--- src/rtl/vga_sync_receiver.sv ---
// Recovers VGA timing from hsync/vsync, checks line and frame lengths, and re-emits
// active-area pixels with their coordinates one clock after they are sampled.
module vga_sync_receiver #(
   parameter int H_TOTAL     = 800,
   parameter int H_ACT_START = 144,
   parameter int H_ACT       = 640,
   parameter int V_TOTAL     = 525,
   parameter int V_ACT_START = 35,
   parameter int V_ACT       = 480
) (
   input  logic        vga_clk,
   input  logic        rstn,
   input  logic        hsync,
   input  logic        vsync,
   input  logic [11:0] rgb,
   output logic [9:0]  pix_x,
   output logic [9:0]  pix_y,
   output logic [11:0] pix_rgb,
   output logic        pix_valid,
   output logic        frame_start,
   output logic        locked,
   output logic        timing_err,
   output logic [7:0]  err_cnt
);

   localparam logic [9:0] H_LAST = 10'(H_TOTAL - 1);
   localparam logic [9:0] H_END  = 10'(H_TOTAL);
   localparam logic [9:0] V_LAST = 10'(V_TOTAL - 1);
   localparam logic [9:0] H_LO   = 10'(H_ACT_START);
   localparam logic [9:0] H_HI   = 10'(H_ACT_START + H_ACT);
   localparam logic [9:0] V_LO   = 10'(V_ACT_START);
   localparam logic [9:0] V_HI   = 10'(V_ACT_START + V_ACT);
   localparam logic [9:0] POS_MAX = 10'h3FF;

   typedef enum logic [1:0] {SEARCH, CHECK, LOCKED} state_t;

   state_t     state, state_next;
   logic       hs_d, vs_d, hs_rise, vs_rise, line_seen;
   logic [9:0] h_pos, v_pos, h_cur, v_cur;
   logic       line_bad, frame_bad, line_overrun, lock_fail, active;

   // h_cur/v_cur are the coordinates of the sample currently on the inputs;
   // h_pos/v_pos hold those of the previous sample, so they measure the line/frame just ended.
   always_comb begin
      hs_rise = hsync & ~hs_d;
      vs_rise = vsync & ~vs_d;
      if (hs_rise)
         h_cur = '0;
      else if (h_pos == POS_MAX)
         h_cur = h_pos;
      else
         h_cur = h_pos + 10'd1;
      if (vs_rise)
         v_cur = '0;
      else if (hs_rise && (v_pos != POS_MAX))
         v_cur = v_pos + 10'd1;
      else
         v_cur = v_pos;
      line_bad     = hs_rise && (h_pos != H_LAST);
      frame_bad    = vs_rise && (v_pos != V_LAST);
      line_overrun = !hs_rise && (h_cur == H_END);
   end

   always_comb begin
      state_next = state;
      lock_fail  = 1'b0;
      case (state)
         SEARCH: begin
            if (vs_rise)
               state_next = CHECK;
         end
         CHECK: begin
            // A line that started before any observed hsync edge has no meaningful length.
            if ((line_bad && line_seen) || frame_bad)
               state_next = SEARCH;
            else if (vs_rise)
               state_next = LOCKED;
         end
         LOCKED: begin
            lock_fail = line_bad || frame_bad || line_overrun;
            if (lock_fail)
               state_next = SEARCH;
         end
         default: state_next = SEARCH;
      endcase
      active = (state == LOCKED) && !lock_fail &&
               (h_cur >= H_LO) && (h_cur < H_HI) &&
               (v_cur >= V_LO) && (v_cur < V_HI);
   end

   always_ff @(posedge vga_clk) begin
      if (!rstn)
         state <= SEARCH;
      else
         state <= state_next;
   end

   assign locked = (state == LOCKED);

   always_ff @(posedge vga_clk) begin
      if (!rstn) begin
         hs_d        <= 1'b0;
         vs_d        <= 1'b0;
         line_seen   <= 1'b0;
         h_pos       <= '0;
         v_pos       <= '0;
         pix_x       <= '0;
         pix_y       <= '0;
         pix_rgb     <= '0;
         pix_valid   <= 1'b0;
         frame_start <= 1'b0;
         timing_err  <= 1'b0;
         err_cnt     <= '0;
      end else begin
         hs_d        <= hsync;
         vs_d        <= vsync;
         h_pos       <= h_cur;
         v_pos       <= v_cur;
         if (hs_rise)
            line_seen <= 1'b1;
         pix_valid   <= active;
         pix_rgb     <= active ? rgb : 12'h000;
         frame_start <= active && (h_cur == H_LO) && (v_cur == V_LO);
         if (active) begin
            pix_x <= h_cur - H_LO;
            pix_y <= v_cur - V_LO;
         end
         timing_err  <= lock_fail;
         if (lock_fail && (err_cnt != 8'hFF))
            err_cnt <= err_cnt + 8'd1;
      end
   end

endmodule

--- config.mk ---
export PLATFORM = sky130hd
export DESIGN_NAME = vga_sync_receiver
export DESIGN_NICKNAME = d
export VERILOG_FILES = /design/src/rtl/vga_sync_receiver.sv
export SDC_FILE = /design/constraint.sdc
export NUM_CORES = 1
export LEC_CHECK = 0
export BUFFER_PORTS_ARGS = -buffer_cell sky130_fd_sc_hd__buf_2
export CAP_MARGIN = 30
export CELL_PAD_IN_SITES_DETAIL_PLACEMENT = 0
export CELL_PAD_IN_SITES_GLOBAL_PLACEMENT = 1
export CORE_MARGIN = 4
export CORE_UTILIZATION = 42
export DETAILED_ROUTE_END_ITERATION = 8
export GPL_TIMING_DRIVEN = 0
export HOLD_SLACK_MARGIN = 0.15
export PLACE_DENSITY_LB_ADDON = 0.1
export SLEW_MARGIN = 20
export SYNTH_ARGS = -nofsm -noshare
export SYNTH_HDL_FRONTEND = slang
export SYNTH_SLANG_ARGS = --single-unit
export TNS_END_PERCENT = 30
--- constraint.sdc ---
create_clock -name vga_clk -period 3.5 [get_ports vga_clk]
set_input_delay 0.35 -clock vga_clk [delete_from_list [all_inputs] [get_ports vga_clk]]
set_output_delay 0.35 -clock vga_clk [all_outputs]
set_load 0.01 [all_outputs]
==> results.md <==
- Result of the run: complete, no violations
- Crit share post-route: 93.05%
- Fmax achieved: 307.1 MHz
- Reg2Reg Launch Point: h_pos[1]
- CP max FO: 10
- Clock sink count: 68
- Internal: 1291 uW
- Avg Synthesized Cell Area: 8.734 um2
- R2R Path End: pix_y[1]
- Die height: 100.9 um
- Clock Skews: 7.824 ps
- RSZ-0062 raised after global routing: no
- # IOs: 60
- Final Hold Fails: 0
- Total wire length: 9697 um
- Yosys cell types: 70
- Hold path depth: 2
- Ratio of cells with drive above 1 in the final layout: 22.97%
- Tmin final: 3257 ps
- Startpoint types: register
- DRT antenna net count: 0
- Clock share of power: 47.9%
- P_leak: 0.001899 uW
- WL per Instance: 16.24 um
- Die Area: 10180 um2
- Number of DRC violations after detailed-routing iteration 0: 126
- Remaining global-route overflow: 0
- Clk_lat worst skew: 350 ps
- WP data arrival: 3530 ps
- Async SR Flop Fraction: 0%
- Reg power frac: 46.6%
- Hpwl dp: 7044 um
- Syn Std Cell Area: 3625 um2
- DR pass1 iterations: 4
- Critical path type: reg -> reg
- Syn Nets: 439
- Combinational share of power: 5.5%
- Area Overhead vs Synth: 21.50%
- Hold path start: vsync
- FP Rows: 33
- H-tree level count: 3
- Routed via count divided by cell count: 5.568
- Root Buffer: clkbuf_8
- DRC Markers: 0
- MaxCap Viol Count: 0
- Actual slew at the worst max-slew pin: 1033 ps
- Port-buffer cells: 58
- Number of flops mapped to enable cells by yosys: 0
- Mapped Cells: 415
- Total GRT Usage: 19.32%
- Dpl cells: 578
- Final setup vio count: 0
- Initial antenna violation count: 0
- FF+latch count, synth: 68
- Core area: 8299 um2
- Hold Crit Class: in -> reg
- Register area share after synthesis: 37.56%
- Sw Pwr: 396.0 uW
- Syn. warnings: 0
- Max Transition Viols Final: 0
- Final Non-Filler Cells: 597
- CP Data Required Time: 3780 ps
- Total CTS buffers: 9
- R2R cell count: 15
- CTS tree: done
- Reg2reg setup slack: 240 ps
- Placer congestion estimate: 0.8205
- Hold Path End: vs_d
- Antenna diodes: 0
- Switching Fraction: 23.47%
- Max clock buf depth: 2
- Starting density of the core: 43.68%
- Max rail drop VDD: 0.0003285 V
- Largest net degree at the start of global routing: 14
- Pwr per Cell Area: 383.1 nW/um2
- Final nets: 511
- Crit. End Element: register
- Clk pin slew, worst setup/hold paths: 80 ps
- First-pass GRT wire length: 15460 um
- Hold Worst Slack: 225.2 ps
- Slew margin rel.: 30.59%
- Vias in the first global route: 2992
- Chip Width: 100.9 um
- Synth Flop Type: dfxtp_1
- Routed vias: 3324
## logic make-up (layout without fill, tap and decap cells)
family	Yosys count	in the layout	share of synthesized area, %
fa+ha+maj	8	8	2.762
compound gates	80	80	17.36
flops	68	68	37.56
xor+xnor	12	12	2.900
mux	23	23	6.524
buf+inv	33	110	4.004
simple gates	191	191	28.89
## area by class of cell
class / instances / area [um2]
clock buffer: 9 / 123.9
timing repair buffer: 62 / 320.3
buffer: 22 / 103.9
multi-input combinational: 314 / 2201
tap: 105 / 131.4
sequential: 68 / 1365
inverter: 10 / 37.54
clock inverter: 7 / 121.4
fill: 839 / 3895
## placed cells by master, fill, tap and decap left out, drive strengths merged, types with 4 or more instances in the layout
cell / synthesis / routed
buf: 8 / 70
dfxtp: 68 / 68
nand2: 46 / 46
nor2: 30 / 30
clkbuf: 15 / 23
and3: 19 / 19
mux2i: 18 / 18
nor3: 17 / 17
a21oi: 16 / 16
and2: 15 / 15
o21ai: 13 / 13
nand2b: 11 / 11
nand3: 11 / 11
inv: 9 / 11
nand4: 9 / 9
xnor2: 8 / 8
nor4: 8 / 8
ha: 8 / 8
and4: 5 / 5
mux2: 5 / 5
xor2: 4 / 4
o31a: 4 / 4
a41oi: 4 / 4
o41ai: 4 / 4
## cell usage after synthesis, drive strengths merged (4+ instances only)
cell type	instances	area, um2
o31a	4	35.03
nand2b	11	68.82
dfxtp	68	1361
mux2i	18	180.2
nor4	8	65.06
nor3	17	95.09
clkbuf	15	56.30
a21oi	16	80.08
xnor2	8	70.07
and3	19	118.9
o21ai	13	65.06
nand4	9	56.30
nand3	11	55.05
inv	9	33.78
ha	8	100.1
a41oi	4	35.03
and4	5	43.79
nor2	30	112.6
and2	15	93.84
buf	8	51.29
nand2	46	172.7
mux2	5	56.30
xor2	4	35.03
o41ai	4	42.55
## worst max-delay path by stage
stage	cells after the start	slack, ps	start	endpoint
after global routing	15	10	h_pos[0]	pix_y[1]
after global placement	15	-240	h_pos[1]	pix_y[4]
after detailed placement	15	-260	h_pos[1]	pix_y[0]
after floorplan	14	380	h_pos[1]	pix_x[0]
final	15	240	h_pos[1]	pix_y[1]
after CTS	15	6	h_pos[1]	pix_y[1]
## timing repair
action | CTS | global route
pin swaps | 0 | 3
hold buffers | 0 | 0
resized for setup | 4 | 15
buffers inserted | 0 | 4
endpoints found under the setup margin | 34 | 34
## per-layer routing
metal / track usage, % / wire, um / vias to the layer above
met5: 0 / 0 / -
met4: 5.624 / 128 / 0
met3: 5.121 / 510 / 14
met2: 28.71 / 4239 / 71
met1: 27.44 / 4818 / 1567
li1: - / - / 1672
## stage by stage
step	setup WS [ps]	area (um2)	total power, uW	setup TNS, ps	utilization [%]
floorplan	384.6	3625	858.1	0	-
global placement	-242.6	4046	891.7	-6146	48.76
detailed placement	-259.4	4046	891.9	-6035	48.76
CTS	5.953	4304	1700	0	51.86
global route	11.43	4404	1756	0	53.07
finish	243.4	4404	1687	0	53.07
## worst max-delay path, cell delays in order (launching register included)
cell,delay [ps]
dfxtp_2,400
ha_1,150
buf_2,220
nand3_4,150
o311ai_4,320
xor2_1,180
nor2_1,90
inv_1,120
ha_1,140
inv_1,50
a31o_2,250
o21ai_0,210
a2bb2oi_2,300
o211a_4,260
buf_6,150
mux2i_1,190
## sequential cells by signal, indices dropped and copies added (netlist names)
name,flops
timing_err,1
v_pos,10
pix_rgb,12
pix_x,10
pix_y,10
pix_valid,1
vs_d,1
err_cnt,8
h_pos,10
line_seen,1
frame_start,1
hs_d,1
state,2
## power groups by stage
stage	Clock, uW	Combinational (uW)	Sequential (uW)
after floorplan	0	55.3	803
after global placement	0	87.6	804
after detailed placement	0	87.8	804
after CTS	825	89.5	786
after global routing	866	102	788
final	808	92.1	787
(Power assumes the default switching activity.)
